File: config.mk
export PLATFORM = sky130hd
export DESIGN_NAME = usb_rx_packet_fifo_flat
export DESIGN_NICKNAME = d
export VERILOG_FILES = /design/src/rtl/usb_rx_packet_fifo_if.sv /design/src/rtl/usb_rx_packet_fifo.sv /design/src/flat_wrapper.sv
export SDC_FILE = /design/constraint.sdc
export NUM_CORES = 1
export LEC_CHECK = 0
export ABC_CLOCK_PERIOD_IN_PS = 8800
export CAP_MARGIN = 20
export CORE_MARGIN = 2
export CORE_UTILIZATION = 30
export DETAILED_ROUTE_END_ITERATION = 6
export MAX_ROUTING_LAYER = met4
export PLACE_DENSITY = 0.49
export SLEW_MARGIN = 20
export SYNTH_ARGS = -nofsm -noshare
export SYNTH_HDL_FRONTEND = slang
export SYNTH_SLANG_ARGS = --single-unit
File: constraint.sdc
create_clock -name clk -period 8.8 [get_ports clk]
set_input_delay 2.2 -clock clk [delete_from_list [all_inputs] [get_ports clk]]
set_output_delay 2.2 -clock clk [all_outputs]
set_load 0.02 [all_outputs]
File: src/rtl/usb_rx_packet_fifo_if.sv
// rtl/usb_rx_packet_fifo_if.sv - receive-side and consumer-side signals of the USB packet FIFO
interface usb_rx_packet_fifo_if #(
    parameter int ADDR_W = 6
);
    logic              receiving;
    logic              write_enable;
    logic [7:0]        rx_data;
    logic              rcv_error;
    logic              read_enable;
    logic [7:0]        r_data;
    logic              empty;
    logic [ADDR_W:0]   count;
    logic [3:0]        pkt_pid;
    logic              pid_valid;
    logic              pkt_ready;
    logic              pkt_dropped;
    logic              overflow;

    modport master (
        output receiving, write_enable, rx_data, rcv_error, read_enable,
        input  r_data, empty, count, pkt_pid, pid_valid, pkt_ready, pkt_dropped, overflow
    );

    modport slave (
        input  receiving, write_enable, rx_data, rcv_error, read_enable,
        output r_data, empty, count, pkt_pid, pid_valid, pkt_ready, pkt_dropped, overflow
    );
endinterface

File: src/rtl/usb_rx_packet_fifo.sv
// rtl/usb_rx_packet_fifo.sv - PID-checked packet FIFO with speculative write, commit and rollback
module usb_rx_packet_fifo #(
    parameter int DEPTH     = 64,
    parameter int ADDR_W    = 6,
    parameter int CRC_BYTES = 2
) (
    input  logic                   clk,
    input  logic                   n_rst,
    usb_rx_packet_fifo_if.slave    bus
);
    localparam logic [ADDR_W:0] DEPTH_W = (ADDR_W + 1)'(DEPTH);
    localparam logic [ADDR_W:0] CRC_W   = (ADDR_W + 1)'(CRC_BYTES);

    typedef enum logic [1:0] {IDLE, PID, PAYLOAD, DROP} state_t;

    state_t          state, state_next;
    logic [7:0]      mem [DEPTH];
    logic [ADDR_W:0] rptr, commit_wptr, spec_wptr, payload_cnt, space_used;
    logic [3:0]      pid_shadow, pkt_pid_r;
    logic            receiving_q, rise, fall, pop;
    logic            pid_valid_r, pkt_ready_r, pkt_dropped_r, overflow_r;
    logic            do_start, do_pid, do_write, do_commit, do_drop, do_ovf;

    assign rise       = bus.receiving & ~receiving_q;
    assign fall       = ~bus.receiving & receiving_q;
    assign space_used = spec_wptr - rptr;
    assign pop        = bus.read_enable & ~bus.empty;

    assign bus.empty       = (commit_wptr == rptr);
    assign bus.count       = commit_wptr - rptr;
    assign bus.r_data      = mem[rptr[ADDR_W-1:0]];
    assign bus.pkt_pid     = pkt_pid_r;
    assign bus.pid_valid   = pid_valid_r;
    assign bus.pkt_ready   = pkt_ready_r;
    assign bus.pkt_dropped = pkt_dropped_r;
    assign bus.overflow    = overflow_r;

    // State register
    always_ff @(posedge clk or negedge n_rst) begin
        if (!n_rst) begin
            state <= IDLE;
        end else begin
            state <= state_next;
        end
    end

    // Next state and datapath strobes; end of packet outranks everything else
    always_comb begin
        state_next = state;
        do_start   = 1'b0;
        do_pid     = 1'b0;
        do_write   = 1'b0;
        do_commit  = 1'b0;
        do_drop    = 1'b0;
        do_ovf     = 1'b0;
        if (fall && state != IDLE) begin
            state_next = IDLE;
            if (state == PAYLOAD && payload_cnt >= CRC_W && !bus.rcv_error) begin
                do_commit = 1'b1;
            end else begin
                do_drop = 1'b1;
            end
        end else begin
            case (state)
                IDLE: begin
                    if (rise) begin
                        do_start   = 1'b1;
                        state_next = PID;
                    end
                end
                PID: begin
                    if (bus.rcv_error) begin
                        state_next = DROP;
                    end else if (bus.write_enable) begin
                        if (bus.rx_data[3:0] == ~bus.rx_data[7:4]) begin
                            do_pid     = 1'b1;
                            state_next = PAYLOAD;
                        end else begin
                            state_next = DROP;
                        end
                    end
                end
                PAYLOAD: begin
                    if (bus.rcv_error) begin
                        state_next = DROP;
                    end else if (bus.write_enable) begin
                        if (space_used < DEPTH_W) begin
                            do_write = 1'b1;
                        end else begin
                            do_ovf     = 1'b1;
                            state_next = DROP;
                        end
                    end
                end
                DROP: begin
                    state_next = DROP;
                end
                default: begin
                    state_next = IDLE;
                end
            endcase
        end
    end

    // Pointers, PID tracking and status pulses
    always_ff @(posedge clk or negedge n_rst) begin
        if (!n_rst) begin
            receiving_q   <= 1'b0;
            rptr          <= '0;
            commit_wptr   <= '0;
            spec_wptr     <= '0;
            payload_cnt   <= '0;
            pid_shadow    <= '0;
            pkt_pid_r     <= '0;
            pid_valid_r   <= 1'b0;
            pkt_ready_r   <= 1'b0;
            pkt_dropped_r <= 1'b0;
            overflow_r    <= 1'b0;
        end else begin
            receiving_q   <= bus.receiving;
            pkt_ready_r   <= do_commit;
            pkt_dropped_r <= do_drop;
            overflow_r    <= do_ovf;
            if (do_start || do_drop) begin
                spec_wptr <= commit_wptr;
            end else if (do_write) begin
                spec_wptr <= spec_wptr + 1'b1;
            end
            if (do_commit) begin
                commit_wptr <= spec_wptr - CRC_W;
                pkt_pid_r   <= pid_shadow;
                pid_valid_r <= 1'b1;
            end
            if (do_pid) begin
                pid_shadow  <= bus.rx_data[3:0];
                payload_cnt <= '0;
            end else if (do_write && payload_cnt != '1) begin
                payload_cnt <= payload_cnt + 1'b1;
            end
            if (pop) begin
                rptr <= rptr + 1'b1;
            end
        end
    end

    // Payload storage; contents are meaningless until committed, so no reset
    always_ff @(posedge clk) begin
        if (do_write) begin
            mem[spec_wptr[ADDR_W-1:0]] <= bus.rx_data;
        end
    end
endmodule

File: src/flat_wrapper.sv
// flat-port wrapper written by rule: the top's interface ports become plain ports
module usb_rx_packet_fifo_flat 
#(
    parameter int DEPTH     = 64,
    parameter int ADDR_W    = 6,
    parameter int CRC_BYTES = 2
)
  (clk, n_rst, bus_receiving, bus_write_enable, bus_rx_data, bus_rcv_error, bus_read_enable, bus_r_data, bus_empty, bus_count, bus_pkt_pid, bus_pid_valid, bus_pkt_ready, bus_pkt_dropped, bus_overflow);
  usb_rx_packet_fifo_if #(.ADDR_W(ADDR_W)) bus_i ();
  input  logic clk;
  input  logic n_rst;
  input wire logic [$bits(bus_i.receiving)-1:0] bus_receiving;
  input wire logic [$bits(bus_i.write_enable)-1:0] bus_write_enable;
  input wire logic [$bits(bus_i.rx_data)-1:0] bus_rx_data;
  input wire logic [$bits(bus_i.rcv_error)-1:0] bus_rcv_error;
  input wire logic [$bits(bus_i.read_enable)-1:0] bus_read_enable;
  output wire logic [$bits(bus_i.r_data)-1:0] bus_r_data;
  output wire logic [$bits(bus_i.empty)-1:0] bus_empty;
  output wire logic [$bits(bus_i.count)-1:0] bus_count;
  output wire logic [$bits(bus_i.pkt_pid)-1:0] bus_pkt_pid;
  output wire logic [$bits(bus_i.pid_valid)-1:0] bus_pid_valid;
  output wire logic [$bits(bus_i.pkt_ready)-1:0] bus_pkt_ready;
  output wire logic [$bits(bus_i.pkt_dropped)-1:0] bus_pkt_dropped;
  output wire logic [$bits(bus_i.overflow)-1:0] bus_overflow;
  assign bus_i.receiving = bus_receiving;
  assign bus_i.write_enable = bus_write_enable;
  assign bus_i.rx_data = bus_rx_data;
  assign bus_i.rcv_error = bus_rcv_error;
  assign bus_i.read_enable = bus_read_enable;
  assign bus_r_data = bus_i.r_data;
  assign bus_empty = bus_i.empty;
  assign bus_count = bus_i.count;
  assign bus_pkt_pid = bus_i.pkt_pid;
  assign bus_pid_valid = bus_i.pid_valid;
  assign bus_pkt_ready = bus_i.pkt_ready;
  assign bus_pkt_dropped = bus_i.pkt_dropped;
  assign bus_overflow = bus_i.overflow;
  usb_rx_packet_fifo #(.DEPTH(DEPTH), .ADDR_W(ADDR_W), .CRC_BYTES(CRC_BYTES)) u_core (.clk(clk), .n_rst(n_rst), .bus(bus_i));
endmodule
# Yosys cells after proc, flatten, opt, wreduce, memory -nomap -nowiden
# Memory sizes are Yosys's and may differ from the RTL's.
# Cells that the tools add are included.
# W data, S select, Z words.
[classes]
n_addsub = 6
magnitude_cmp = 2
eq_ne = 10
mux = 37
bitwise = 7
n_reduce_logical = 11
[op_table]
columns = ["op", "n"]
rows = [
  ["$mux W7", 4],
  ["$mux W1", 25],
  ["$add A7 B1 Y7 const B", 3],
  ["$mux W2", 7],
  ["$sub A7 B7 Y7", 2],
  ["$ne A4 B3 Y1 const B", 3],
  ["$pmux W2 S4", 1],
  ["$eq A7 B7 Y1", 1],
  ["$ge A7 B2 Y1 const B", 1],
  ["$lt A7 B7 Y1 const B", 1],
  ["$ne A7 B7 Y1 const B", 1],
  ["$sub A7 B2 Y7 const B", 1],
  ["$reduce_bool A2 Y1", 3],
  ["$eq A2 B2 Y1 const B", 2],
  ["$eq A4 B4 Y1", 1],
  ["$logic_and A1 B1 Y1", 4],
  ["$not A4 Y4", 1],
  ["$reduce_and A4 Y1", 1],
  ["$and A1 B1 Y1", 3],
  ["$ne A3 B1 Y1 const B", 1],
  ["$not A1 Y1", 3],
  ["$eq A2 B1 Y1 const B", 1],
  ["$logic_not A2 Y1", 1],
  ["$logic_not A1 Y1", 1],
  ["$logic_or A1 B1 Y1", 1],
]
[word_totals]
ff_bits = 43
ram_bits = 512
in_bits = 14
output_inout_bits = 24
elab_cells = 86
memories = 1
[memory_table]
columns = ["memory", "depth", "word_bits", "rd", "rd_clocked_by_memory_dff", "write_ports", "line_no", "source"]
rows = [
  ["u_core.mem", 64, 8, 1, 0, 1, "usb_rx_packet_fifo.sv:17", "logic [7:0] mem [DEPTH];"],
]

# Depth between registers and ports, before layout
# Gate-level depths: netlist of run 1.
[depth]
ltp_word = 10
depth_mapped = 12

# Least setup slack after synthesis of run 1
# No wires, ideal clock.
[synth_path]
path_type = "register -> output"
from = "reg u_core.rptr[2]"
to = "out bus_count[6]"
arrival_time_ns = 2.464
required_ns = 6.600
setup_slack_ns = 4.136
path_stages_with_launch = 11
cell_sequence = "dfrtp_1 > inv_2 > buf_2 > buf_1 > ha_1 > nor2b_1 > o21ai_0 > nand2b_1 > a21o_1 > a21oi_1 > xor2_1"
[synth_via]
elab_chain_len = 1
[synth_rtl]
columns = ["element", "line_no", "source"]
rows = [
  ["start: declaration", "usb_rx_packet_fifo.sv:18", "logic [ADDR_W:0] rptr, commit_wptr, spec_wptr, payload_cnt, space_used;"],
  ["start signal: assignment", "usb_rx_packet_fifo.sv:141", "rptr <= rptr + 1'b1;"],
  ["$sub A7 B7 Y7", "usb_rx_packet_fifo.sv:30", "assign bus.count = commit_wptr - rptr;"],
  ["end: declaration", "flat_wrapper.sv:19", "output wire logic [$bits(bus_i.count)-1:0] bus_count;"],
]
# No other way between the ends.

# Worst setup path after layout of run 1
[layout_path]
from = "reg u_core.rptr[0]"
to = "out bus_r_data[4]"
[layout_via]
elab_chain_len = 1
[layout_rtl]
columns = ["element", "line_no", "source"]
rows = [
  ["$mem_v2 Z64 W8", "n/a", ""],
  ["end: declaration", "flat_wrapper.sv:17", "output wire logic [$bits(bus_i.r_data)-1:0] bus_r_data;"],
]
# No other way between the ends.

==> results of run 1 <==
-- worst min path at each step --
stage,end,startpoint
2_1_floorplan,u_core.bus.pkt_pid[0]$_DFFE_PN0P_,u_core.pid_shadow[0]$_DFFE_PN0P_
3_3_place_gp,u_core.bus.pid_valid$_DFFE_PN0P_,u_core.bus.pid_valid$_DFFE_PN0P_
3_5_place_dp,u_core.bus.pid_valid$_DFFE_PN0P_,u_core.bus.pid_valid$_DFFE_PN0P_
4_1_cts,u_core.bus.pkt_pid[1]$_DFFE_PN0P_,u_core.pid_shadow[1]$_DFFE_PN0P_
5_1_grt,u_core.bus.pid_valid$_DFFE_PN0P_,u_core.bus.pid_valid$_DFFE_PN0P_
6_report,u_core.bus.pkt_pid[1]$_DFFE_PN0P_,u_core.pid_shadow[1]$_DFFE_PN0P_
-- through the flow --
stage	hold slack, ps	area, sq um	setup WS, ps	cells
final	467	25400	2160	2238
after CTS	474	25400	2130	2238
after detailed placement	456	23700	2810	2144
after floorplan	433	22300	4140	1185
after global routing	502	25400	2010	2238
after global placement	454	23700	2730	2144
-- where the power goes --
part / switching [mW] / internal [mW] / total [mW]
clock network: 0.991 / 1.30 / 2.30
logic: 1.31 / 0.978 / 2.28
registers: 0.164 / 2.92 / 3.09
-- tightest hold or removal path: cells and delay by family (launching register included) --
kind | cells | cell delay (ps)
AND/OR/NAND/NOR | 2 | 100
flip-flops | 1 | 340
-- per-layer routing --
metal	global-route usage	vias to the layer above	wire length [um]
li1	-	4885	-
met5	-	-	0
met3	0.0254	100	3010
met4	0.0544	0	1750
met1	0.202	5977	25200
met2	0.242	309	27300
-- area by class of cell --
class                           count  area [sq um]  area share
Clock buffer                       75          1500      0.0592
Multi-Input combinational cell    556          5470       0.215
Tap cell                          959          1200      0.0472
Sequential cell                   555         16500       0.648
Clock inverter                     19           200     0.00788
Timing Repair Buffer               57           515      0.0203
Inverter                           17          63.8     0.00251
-- flip-flops by register name, summed over array words and instances (netlist names) --
| signal | flops |
|---|---|
| u_core.bus.pid_valid | 1 |
| u_core.state | 2 |
| u_core.rptr | 7 |
| u_core.bus.pkt_ready | 1 |
| u_core.commit_wptr | 7 |
| u_core.pid_shadow | 4 |
| u_core.payload_cnt | 7 |
| u_core.receiving_q | 1 |
| u_core.bus.pkt_dropped | 1 |
| u_core.bus.pkt_pid | 4 |
| u_core.spec_wptr | 7 |
| u_core.bus.overflow | 1 |
| u_core.mem | 512 |
-- cell families after synthesis --
kind of cell	synth area share
buffers and inverters	0.0162
adder cells (fa/ha/maj)	0.0121
AND/OR/NAND/NOR	0.0531
AO/OA/AOI/OAI	0.0297
flip-flops	0.739
XOR/XNOR	0.00865
multiplexers	0.141
-- placed cells by master, fill, tap and decap left out, types with 3 or more instances in the layout --
master,count
sky130_fd_sc_hd__clkinv_2,7
sky130_fd_sc_hd__xnor2_1,11
sky130_fd_sc_hd__clkinv_1,5
sky130_fd_sc_hd__buf_12,3
sky130_fd_sc_hd__o31ai_1,3
sky130_fd_sc_hd__mux2i_1,5
sky130_fd_sc_hd__nand2b_1,10
sky130_fd_sc_hd__nor2_1,87
sky130_fd_sc_hd__buf_2,8
sky130_fd_sc_hd__dfrtp_1,40
sky130_fd_sc_hd__nand4_1,12
sky130_fd_sc_hd__nor3_1,12
sky130_fd_sc_hd__bufinv_16,4
sky130_fd_sc_hd__inv_1,15
sky130_fd_sc_hd__nand3_1,26
sky130_fd_sc_hd__o32ai_1,4
sky130_fd_sc_hd__mux4_2,134
sky130_fd_sc_hd__a31oi_1,7
sky130_fd_sc_hd__clkbuf_1,17
sky130_fd_sc_hd__nand2_1,81
sky130_fd_sc_hd__a22oi_1,3
sky130_fd_sc_hd__nor2b_1,11
sky130_fd_sc_hd__clkbuf_16,57
sky130_fd_sc_hd__clkdlybuf4s50_1,28
sky130_fd_sc_hd__o211ai_1,4
sky130_fd_sc_hd__edfxtp_1,512
sky130_fd_sc_hd__xor2_1,11
sky130_fd_sc_hd__a21oi_1,10
sky130_fd_sc_hd__ha_1,20
sky130_fd_sc_hd__or3_1,6
sky130_fd_sc_hd__buf_4,18
sky130_fd_sc_hd__a21o_1,3
sky130_fd_sc_hd__o21ai_0,36
sky130_fd_sc_hd__mux2_2,7
sky130_fd_sc_hd__o41ai_1,5
sky130_fd_sc_hd__o22ai_1,23
sky130_fd_sc_hd__nand3b_1,4
==> results, run 1 <==
- The number of filler instances in the final layout is 6833.
- The number of placement rows is 99.
- Across every metal layer, demand over resource in global routing totals 0.154.
- The floorplan step set the die width to 276 um.
- For this run, the number of Yosys warnings is 0.
- The maximum root-to-sink buffer count is 3.
- The number of global-route vias before repair came to 11715.
- STA classifies the critical path endpoint as an output pin.
- The global-route wire length before repair is 83.3 mm.
- The setup violation total in the final timing report is 0.
- For this design, the CTS-stage hold fixing added 0 buffers.
- The most frequent cell on the critical path is sky130_fd_sc_hd__mux4_2.
- The number of cells on the worst reg-to-reg path is 8.
- The routability congestion estimate from global placement is 0.772.
- For this run, the detailed router's first-pass iteration total came to 5.
- The most critical setup path has its endpoint at bus_r_data[4].
- The largest clock skew in the final design is 17.0 ps.
- The area of the core region is 73200 sq um.
- The number of hold violations in the final report is 0.
- The startpoint identified for the worst register-to-register timing path is u_core.rptr[1]$_DFFE_PN0P_.
- The flow ran to the end, and the final reports show no timing, DRC or antenna violations.
- Entering global routing, the biggest net connects 67 pins.
- The detailed-route wire length per cell is 25.6 um.
- The total design power is 7.67 mW.
- Detailed routing inserted a total of 11271 vias.
- Counting I/O delays and the setup requirement, the final critical path takes 6640 ps.
- The share of synthesized area in the top cell type comes to 0.691.
- For the pin with the worst max-slew slack, the measured transition is 1130 ps.
- The critical path starts at u_core.rptr[0]$_DFFE_PN0P_.
- After detailed routing, the number of remaining DRC violations is 0.
- The latest clock arrival within the worst-skew pair is 620 ps.
- Dividing the final minimum period by the clock period gives 0.755.
- The maximum clock frequency is 151 MHz.
- The logic depth of the worst setup path including buffers is 6.
- sky130_fd_sc_hd__edfxtp_1 takes more of the synthesized area than any other cell.
- In this run the register-to-register setup slack is 4300 ps.
- The total leakage power is 8.07 nW.
- The register clock-pin slew on the reported worst setup and hold paths is 60 ps.
- The number of buffers added on ports is 37.
- The number of nets in the synthesized netlist is 1220.
- The number of buffer and inverter instances along the worst setup path is 2.
- At the worst endpoint, the required time is 6600 ps.
- Broken down by cell family, the worst path's largest delay share belongs to multiplexers.
- The fraction of layout cells with a size suffix above 1 is 0.196.
- The effective utilization at floorplan is 0.304.
- The tightest slew margin relative to the limit is 0.243.
- The stage delay of the slowest cell on the critical path is 860 ps.
- The number of antenna violations at the first check in global routing is 1.
- After clock tree synthesis, the repair step resized 0 gates.
- The total overflow left after global routing is 0.
- The core occupancy in the finished layout is 0.347.
- The share of async-settable or async-resettable flops after synthesis is 0.0775.
- The classification of the worst setup path is reg2out.
- The number of buffers created by CTS is 57.
- The end of the worst register-to-register path is u_core.mem[28][5]$_DFFE_PP_.
- The proportion of synthesized chip area in sequential cells is 0.739.
- During I/O placement, the number of pins put on the boundary was 38.
- Counting instances in the post-synthesis netlist gives the leading cell types as 512 x sky130_fd_sc_hd__edfxtp_1, 134 x sky130_fd_sc_hd__mux4_2, 89 x sky130_fd_sc_hd__nor2_1, 81 x sky130_fd_sc_hd__nand2_1, 43 x sky130_fd_sc_hd__dfrtp_1.
- For this design the ratio of total power to cell area is 302 nW/um^2.
- In this run the vertical extent of the chip is 276 um.
- The depth of the worst hold-timing path is 2.
- The routed design has 57.2 mm of wire.
- The synthesized netlist contains 47 unique library cells.
- The cell with the most instances after synthesis is sky130_fd_sc_hd__edfxtp_1.
- Setup repair after global routing left no endpoint under its margin.
- Across the VDD grid, the largest voltage drop is 0.225 mV.
- The total die area is 76400 sq um.
- The area added between synthesis and finish is 14.1%.
- The clock sink count is 555.
- The first routing iteration left 876 violations.
- The number of enable-type register cells in the synthesized netlist is 512.
- The TritonCTS clock tree is built.
- The synthesized area divided by synthesized cell count is 18.8 sq um.
- STA puts the critical path data arrival time at 4440 ps.
- Among all flip-flop cells after synthesis, the most frequent one is sky130_fd_sc_hd__edfxtp_1.
- Sorting the synthesized cells by area gives the leading types as sky130_fd_sc_hd__edfxtp_1 69%, sky130_fd_sc_hd__mux4_2 14%, sky130_fd_sc_hd__dfrtp_1 4.8%, sky130_fd_sc_hd__nor2_1 1.5%, sky130_fd_sc_hd__nand2_1 1.4%.
- The number of nets in the finished design is 1279.
- The peak fanout along the critical path is 46.
- Dividing the detail-routed via count by the number of cells gives 5.04.
- 0 antenna diodes ended up in the layout.
- For this design, the slowest cell found on the critical path is sky130_fd_sc_hd__dfrtp_4.
- The number of routed nets with antenna violations is 0.
- Summed over all failing endpoints, the final setup total negative slack is 0 ps.
- The cell at the root of the clock tree is sky130_fd_sc_hd__clkbuf_16.
- The post-CTS setup buffer count is 0.
- The max capacitance violation total is 0.
- The level count of the clock H-tree is 2.
- The wire-length estimate of the detail-placed layout is 33.8 mm.
- The number of max-slew violations in the final report is 0.
- Synthesis inferred 555 register bits.
- The worst min-delay path class is reg2reg.
- The critical path goes through buf_12 > mux4_2 > mux4_2 > o22ai_1 > nor3_1 > clkdlybuf4s50_1.
- STA classifies the critical path startpoint as a flop.
- In this run the cell area of the synthesized design comes to 22300 sq um.
- The count of mapped cells out of synthesis is 1185.
Power figures use the tool's default switching activity.
==> inputs of run 2 (changes only) <==
--- a/config.mk
+++ b/config.mk
@@ -5,7 +5,7 @@
 export SDC_FILE = /design/constraint.sdc
 export NUM_CORES = 1
 export LEC_CHECK = 0
-export ABC_CLOCK_PERIOD_IN_PS = 8800
+export ABC_CLOCK_PERIOD_IN_PS = 7000
 export CAP_MARGIN = 20
 export CORE_MARGIN = 2
 export CORE_UTILIZATION = 30
==> constraint.sdc (replaced) <==
create_clock -name clk -period 7 [get_ports clk]
set_input_delay 1.75 -clock clk [delete_from_list [all_inputs] [get_ports clk]]
set_output_delay 1.75 -clock clk [all_outputs]
set_load 0.02 [all_outputs]
==> run 2 against run 1 <==
  * Die area is the same
  * Cell area shrank 0.18%
  * Core utilization shrank 0.063 points
  * Hold slack lost 10 ps
  * Register-to-register slack lost 1700 ps
  * Critical path depth grew 1
  * Sequential cell count is the same
  * Via count is essentially flat
  * Count of clock-buffer cells in the layout shrank 4
  * Final cell count grew 0.49%
  * Largest cell class unchanged
  * Highest routed layer unchanged
==> results, run 2 (synthesis results as in run 1) <==
- The top cell types in the final layout, fill and taps aside, are 512 x sky130_fd_sc_hd__edfxtp_1, 134 x sky130_fd_sc_hd__mux4_2, 88 x sky130_fd_sc_hd__nor2_1.
- The peak fanout along the critical path was 36 (-22%).
- Setup repair after global routing left no endpoint under its margin.
- The depth of the worst hold-timing path is 2 (unchanged).
- The leading cell type in the layout, fill and taps excluded is sky130_fd_sc_hd__edfxtp_1.
- The effective utilization at floorplan is 0.304 (unchanged).
- The power share of the sequential group is 0.409 (+0.006).
- The end point of the worst hold path is u_core.bus.pkt_pid[0]$_DFFE_PN0P_.
- The number of placement rows is 99 (unchanged).
- The placed cell area was 23700 sq um (about the same).
- The length of the first detailed-routing pass in iterations is 5 (unchanged).
- The largest clock skew in the final design is 14.6 ps (-2.41 ps).
- The cell at the slowest stage of the critical path is sky130_fd_sc_hd__dfrtp_4.
- The maximum clock frequency is 168 MHz.
- The hold buffer count at CTS is 0 (unchanged).
- The cell at the root of the clock tree is sky130_fd_sc_hd__clkbuf_16.
- The combinational share of power is 0.303 (+0.005).
- The fraction of power spent switching nets is 0.326 (+0.00483).
- The routability congestion estimate from global placement was 0.830 (+7.4%).
- In this run the worst hold path is classified as reg2reg.
- Traced cell by cell, the critical path runs through buf_4 > mux4_2 > nand2_1 > nand4_1 > o21ai_0 > o41ai_1 > clkdlybuf4s50_1.
- The width of the chip is 276 um (unchanged).
- The net switching component of the power is 3.11 mW (+26%).
- The largest net degree at the start of global routing came to 67 (unchanged).
- The number of remaining DRC errors came to 0 (unchanged).
- The top-level port count was 38 (unchanged).
- The data arrival time of the critical path is 4200 ps (-240 ps).
- The worst hold path begins at u_core.pid_shadow[0]$_DFFE_PN0P_.
- The required arrival time at the worst endpoint was 5250 ps (-1350 ps).
- The aggregate negative setup slack is 0 ps (unchanged).
- The number of global-route vias before repair is 11542 (-1.5%).
- The number of nets in the finished design came to 1279 (unchanged).
- The vertical extent of the die is 276 um (unchanged).
- The detailed-route wire length per cell came to 25.2 um (-1.3%).
- The number of cells on the worst reg-to-reg path is 8 (unchanged).
- The number of flip-flops under the largest register name came to 512 (unchanged).
- The fraction of layout cells with a size suffix above 1 came to 0.199 (+0.00236).
- The number of violations reported at the end of detailed-routing iteration 0 came to 871 (-0.57%).
- The aggregate global-route resource usage is 0.153 (-0.00100).
- The final worst-path setup slack is 1050 ps (-1110 ps).
- The register-to-register setup slack came to 2650 ps (-1650 ps).
- The detailed-route wire length was 56.7 mm (-0.86%).
- The end of the worst register-to-register path is u_core.mem[23][2]$_DFFE_PP_.
- The level count of the clock H-tree is 2 (unchanged).
- The classification of the worst setup path is reg2out.
- The area of the core region is 73200 sq um (unchanged).
- The global-route wire length before repair is 83.0 mm (-0.26%).
- The number of hold violations in the final report is 0 (unchanged).
- The clock sink count is 555 (unchanged).
- The worst setup path is captured at an output pin.
- Dividing the final minimum period by the clock period gives 0.850.
- The register clock-pin slew on the reported worst setup and hold paths is 60 ps (about the same).
- The internal power is 6.43 mW (+24%).
- The smallest hold slack was 456 ps (-10.2 ps).
- The max capacitance violation total is 0 (unchanged).
- The worst setup slack after placement is 1700 ps (-1110 ps).
- The final non-filler cell total was 2249 (+0.49%).
- The cell area after layout is 25400 sq um (-0.18%).
- STA classifies the critical path startpoint as a flop.
- The via total after detailed routing is 11268 (-0.027%).
- The number of max-slew violations in the final report is 0 (unchanged).
- The maximum root-to-sink buffer count was 3 (unchanged).
- The TritonCTS clock tree is built.
- The setup violation total in the final timing report is 0 (unchanged).
- The latest clock arrival within the worst-skew pair is 610 ps (about the same).
- The detail-routed via count per cell came to 5.01 (-0.52%).
- The total leakage power is 8.05 nW (-0.20%).
- The detailed placement HPWL was 35.6 mm (+5.5%).
- The number of buffers added on ports is 37 (unchanged).
- The stage delay of the slowest cell on the critical path came to 930 ps (+70 ps).
- The number of antenna violations at the first check in global routing came to 2 (+1).
- The number of gates given a new drive strength after cts is 0 (unchanged).
- The tightest slew margin relative to the limit is 0.256 (+0.0135).
- The total instance count after detailed placement is 2146 (+0.093%).
- The proportion of power drawn by the clock network is 0.289 (-0.010).
- The worst-margin pin slew is 1110 ps (-20.2 ps).
- The post-CTS setup buffer count was 0 (unchanged).
- The worst register-to-register path begins at u_core.rptr[1]$_DFFE_PN0P_.
- The areal power density over the cells is 376 nW/um^2 (+25%).
- The run finished with clean final reports.
- The total overflow reported by the global router was 0 (unchanged).
- The area added between synthesis and finish is 13.9%.
- The number of routed nets with antenna violations is 0 (unchanged).
- The number of buffers created by CTS is 54 (-5.3%).
- The worst path in the final design needs a cycle of 5950 ps, including I/O delays and setup.
- The total die area is 76400 sq um (unchanged).
- The worst-case vdd ir drop is 0.242 mV (+7.7%).
[run 2: worst max-delay path, delay by kind of cell, from the launching register on]
| family | cells | cell delay [ps] |
|---|---|---|
| compound gates | 2 | 930 |
| buf+inv | 2 | 1150 |
| simple gates | 2 | 310 |
| mux | 1 | 260 |
| flops | 1 | 930 |
[run 2: power by group through the flow]
stage          registers (mW)  clock network, mW  logic, mW
3_5_place_dp             3.98                  0       2.91
6_report                 3.90               2.75       2.89
2_1_floorplan            3.79                  0       1.94
3_3_place_gp             3.98                  0       2.92
5_1_grt                  3.92               2.94       3.05
4_1_cts                  3.91               2.82       2.92
[run 2: worst max-delay path by stage]
stage	to	startpoint	slack [ps]
6_report	bus_r_data[2]	u_core.rptr[0]$_DFFE_PN0P_	1050
3_3_place_gp	bus_r_data[3]	u_core.rptr[0]$_DFFE_PN0P_	1690
2_1_floorplan	bus_count[6]	u_core.rptr[2]$_DFFE_PN0P_	2790
4_1_cts	bus_r_data[0]	u_core.rptr[0]$_DFFE_PN0P_	1040
3_5_place_dp	bus_r_data[0]	u_core.rptr[0]$_DFFE_PN0P_	1700
5_1_grt	bus_r_data[3]	u_core.rptr[0]$_DFFE_PN0P_	930
[run 2: layout make-up]
type	instances	area, sq um
clock buffers	71	1430
flip-flops and latches	555	16500
multi-input cells	556	5460
well taps	959	1200
repair buffers	60	538
clock inverters	30	218
inverters	17	63.8
diodes	1	2.50
fillers	6853	47800
[run 2: metrics by stage]
step           total power, mW   util
2_1_floorplan             5.73      -
3_3_place_gp              6.90  0.324
3_5_place_dp              6.89  0.324
4_1_cts                   9.65  0.346
5_1_grt                   9.92  0.346
6_report                  9.54  0.346
[run 2: per-layer routing]
| metal | part of all wire | routed length (um) | GRT usage |
|---|---|---|---|
| met3 | 0.041 | 2350 | 0.0192 |
| met5 | 0 | 0 | - |
| met4 | 0.024 | 1380 | 0.0455 |
| met1 | 0.45 | 25700 | 0.207 |
| met2 | 0.48 | 27300 | 0.241 |
==> inputs of run 3 (changes only) <==
--- a/config.mk
+++ b/config.mk
@@ -11,7 +11,6 @@
 export CORE_UTILIZATION = 30
 export DETAILED_ROUTE_END_ITERATION = 6
 export MAX_ROUTING_LAYER = met4
-export PLACE_DENSITY = 0.49
 export SLEW_MARGIN = 20
 export SYNTH_ARGS = -nofsm -noshare
 export SYNTH_HDL_FRONTEND = slang
==> run 3 against run 2 <==
  * Total power decreased by 1.2%
  * Cell area hardly changed
  * Hold slack improved by 18 ps
  * First-iteration DRC count increased by 55%
  * Core utilization about the same
  * Clock skew grew 4.6 ps
  * Largest power group unchanged
  * Highest routed layer unchanged
==> results, run 3 (synthesis results as in run 1) <==
- The minimum clock period after layout came to 6000 ps (+43.3 ps).
- The core occupancy in the finished layout was 0.346 (about the same).
- The critical path launch point type is a flop.
- The number of gates given a new drive strength after cts is 0 (unchanged).
- The number of global-route vias before repair is 11666 (+1.1%).
- The number of hold violations in the final report is 0 (unchanged).
- The aggregate global-route resource usage is 0.143 (-0.0100).
- The length of the first detailed-routing pass in iterations came to 5 (unchanged).
- The aggregate negative setup slack is 0 ps (unchanged).
- The routability congestion estimate from global placement is 0.864 (+4.1%).
- The classification of the worst setup path is reg2out.
- The area taken by flip-flops and latches is 16500 sq um (unchanged).
- The multi-input combinational cell area is 5450 sq um (-0.14%).
- The critical path capture point type is an output pin.
- The detailed-route wire length came to 53.2 mm (-6.2%).
- The area added between synthesis and finish is 13.8% (about the same).
- Setup repair after global routing left no endpoint under its margin.
- The required arrival time at the worst endpoint is 5250 ps (about the same).
- The largest clock skew in the final design is 19.2 ps (+4.63 ps).
- The combinational share of power is 0.298 (-0.005).
- The peak fanout along the critical path came to 25 (-31%).
- The largest net degree at the start of global routing is 67 (unchanged).
- The maximum clock frequency is 167 MHz (-0.72%).
- The number of routed nets with antenna violations is 0 (unchanged).
- The total leakage power is 8.03 nW (-0.33%).
- The total overflow reported by the global router is 0 (unchanged).
- The library cells used most frequently in the layout, excluding fill and tap cells, are 512 x sky130_fd_sc_hd__edfxtp_1, 134 x sky130_fd_sc_hd__mux4_2, 89 x sky130_fd_sc_hd__nor2_1.
- The setup violation total in the final timing report was 0 (unchanged).
- The TritonCTS clock tree is built.
- The worst-margin pin slew came to 991 ps (-120 ps).
- The worst-case vdd ir drop was 0.307 mV (+27%).
- The most critical setup path has its startpoint at u_core.rptr[3]$_DFFE_PN0P_.
- The number of violations reported at the end of detailed-routing iteration 0 is 1348 (+55%).
- The total met3 wirelength after detailed routing is 3.47 mm (+47%).
- The worst min-delay path class is reg2reg.
- The global-route wire length before repair is 79.4 mm (-4.4%).
- The net switching component of the power is 3.02 mW (-2.7%).
- The level count of the clock H-tree came to 2 (unchanged).
- The number of max-slew violations in the final report came to 0 (unchanged).
- The proportion of power drawn by the clock network is 0.289 (about the same).
- The number of flip-flops under the largest register name came to 512 (unchanged).
- The power share of the sequential group is 0.413 (+0.004).
- The latest clock arrival within the worst-skew pair came to 610 ps (about the same).
- The width of the chip is 276 um (unchanged).
- The number of antenna violations at the first check in global routing was 0 (-2).
- The reg-to-reg critical path startpoint is u_core.rptr[3]$_DFFE_PN0P_.
- The via total after detailed routing is 11408 (+1.2%).
- The number of buffers added on ports came to 37 (unchanged).
- The top-level port count is 38 (unchanged).
- The number of nets in the finished design is 1277 (-0.16%).
- The number of buffers created by CTS is 54 (unchanged).
- The worst hold path begins at u_core.pid_shadow[3]$_DFFE_PN0P_.
- The number of filler instances in the final layout is 6773 (-1.2%).
- The final cycle utilization of the critical path is 0.856 (+0.00619).
- The register clock-pin slew on the reported worst setup and hold paths is 60 ps (about the same).
- The uppermost signal routing layer after detailed routing is met4.
- The flow ran to the end, and the final reports show no timing, DRC or antenna violations.
- The detailed placement HPWL came to 32.8 mm (-8.0%).
- The post-CTS setup buffer count came to 0 (unchanged).
- The internal power is 6.40 mW (-0.48%).
- The maximum root-to-sink buffer count was 3 (unchanged).
- The areal power density over the cells came to 372 nW/um^2 (-1.1%).
- The number of placement rows is 99 (unchanged).
- The number of remaining DRC errors is 0 (unchanged).
- The met1 wire length was 24.2 mm (-5.6%).
- The max capacitance violation total is 0 (unchanged).
- The total die area is 76400 sq um (unchanged).
- The register-to-register setup slack is 2240 ps (-410 ps).
- The area of the core region came to 73200 sq um (unchanged).
- The wire length on met2 came to 24.4 mm (-11%).
- The hold buffer count at CTS was 0 (unchanged).
- The clock sink count is 555 (unchanged).
- The data arrival time of the critical path is 4250 ps (+50 ps).
- The detail-routed via count per cell is 5.08 (+1.4%).
- Leaving out fill and tap cells, the most frequent cell in the layout is sky130_fd_sc_hd__edfxtp_1.
- The vertical extent of the die was 276 um (unchanged).
- The detailed-route wire length per cell is 23.7 um (-6.1%).
- The fraction of layout cells with a size suffix above 1 is 0.196 (-0.00249).
- The fraction of power spent switching nets is 0.321 (-0.00485).
- The tightest slew margin relative to the limit is 0.337 (+0.0805).
- The effective utilization at floorplan was 0.304 (unchanged).
- The cell at the root of the clock tree is sky130_fd_sc_hd__clkbuf_16.
run 3: changes by cell type in the layout (fill, tap and decap cells not counted), sizes merged:
| cell | delta |
|---|---|
| clkinv | +1 |
| clkbuf | -6 |
| clkinvlp | +4 |
| buf | -2 |
| inv | -1 |
run 3: worst max-delay path, stage by stage (launching register included):
cell and delay [ps]:
sky130_fd_sc_hd__dfrtp_1 970, sky130_fd_sc_hd__inv_1 680, sky130_fd_sc_hd__ha_1 550, sky130_fd_sc_hd__o21ai_0 120, sky130_fd_sc_hd__nand2b_1 120, sky130_fd_sc_hd__a21o_1 200, sky130_fd_sc_hd__a21oi_1 170, sky130_fd_sc_hd__xor2_1 180
sky130_fd_sc_hd__clkdlybuf4s50_1 630
run 3: routing by layer:
layer  GRT usage  vias to the layer above
met3      0.0254                       73
met4      0.0378                        0
met5           -                        -
met1       0.203                     6047
li1            -                     4883
met2       0.210                      405
run 3: stage by stage:
| step | total power, mW | cell area [sq um] | std cells | hold WS, ps | setup WS, ps |
|---|---|---|---|---|---|
| finish | 9.43 | 25300 | 2245 | 474 | 1000 |
| global route | 9.79 | 25300 | 2244 | 499 | 897 |
| global placement | 6.78 | 23700 | 2145 | 462 | 1730 |
| detailed placement | 6.79 | 23700 | 2145 | 461 | 1730 |
| CTS | 9.51 | 25300 | 2244 | 480 | 1050 |
| floorplan | 5.73 | 22300 | 1185 | 433 | 2790 |
run 3: path summary, 6_finish.rpt:
check,to,cells past startpoint
setup / recovery,bus_count[6],8
hold / removal,u_core.bus.pkt_pid[3]$_DFFE_PN0P_,2
setup reg to reg,u_core.mem[40][3]$_DFFE_PP_,7
hold reg to reg,u_core.bus.pkt_pid[3]$_DFFE_PN0P_,2
max in group asynchronous,u_core.rptr[0]$_DFFE_PN0P_,2
min in group asynchronous,u_core.pid_shadow[1]$_DFFE_PN0P_,2
run 3: power by group through the flow:
stage | combinational (mW) | sequential (mW) | clock [mW]
floorplan | 1.94 | 3.79 | 0
global placement | 2.81 | 3.96 | 0
detailed placement | 2.82 | 3.97 | 0
CTS | 2.83 | 3.90 | 2.78
global route | 2.98 | 3.91 | 2.90
finish | 2.81 | 3.89 | 2.72
run 3: cell type report:
type | count | area share
clock buffer | 65 | 0.0550
timing repair buffer | 58 | 0.0210
clock inverter | 34 | 0.00938
antenna | 1 | 0.0000988
multi-input combinational | 556 | 0.215
tap | 959 | 0.0474
inverter | 17 | 0.00252
sequential | 555 | 0.650
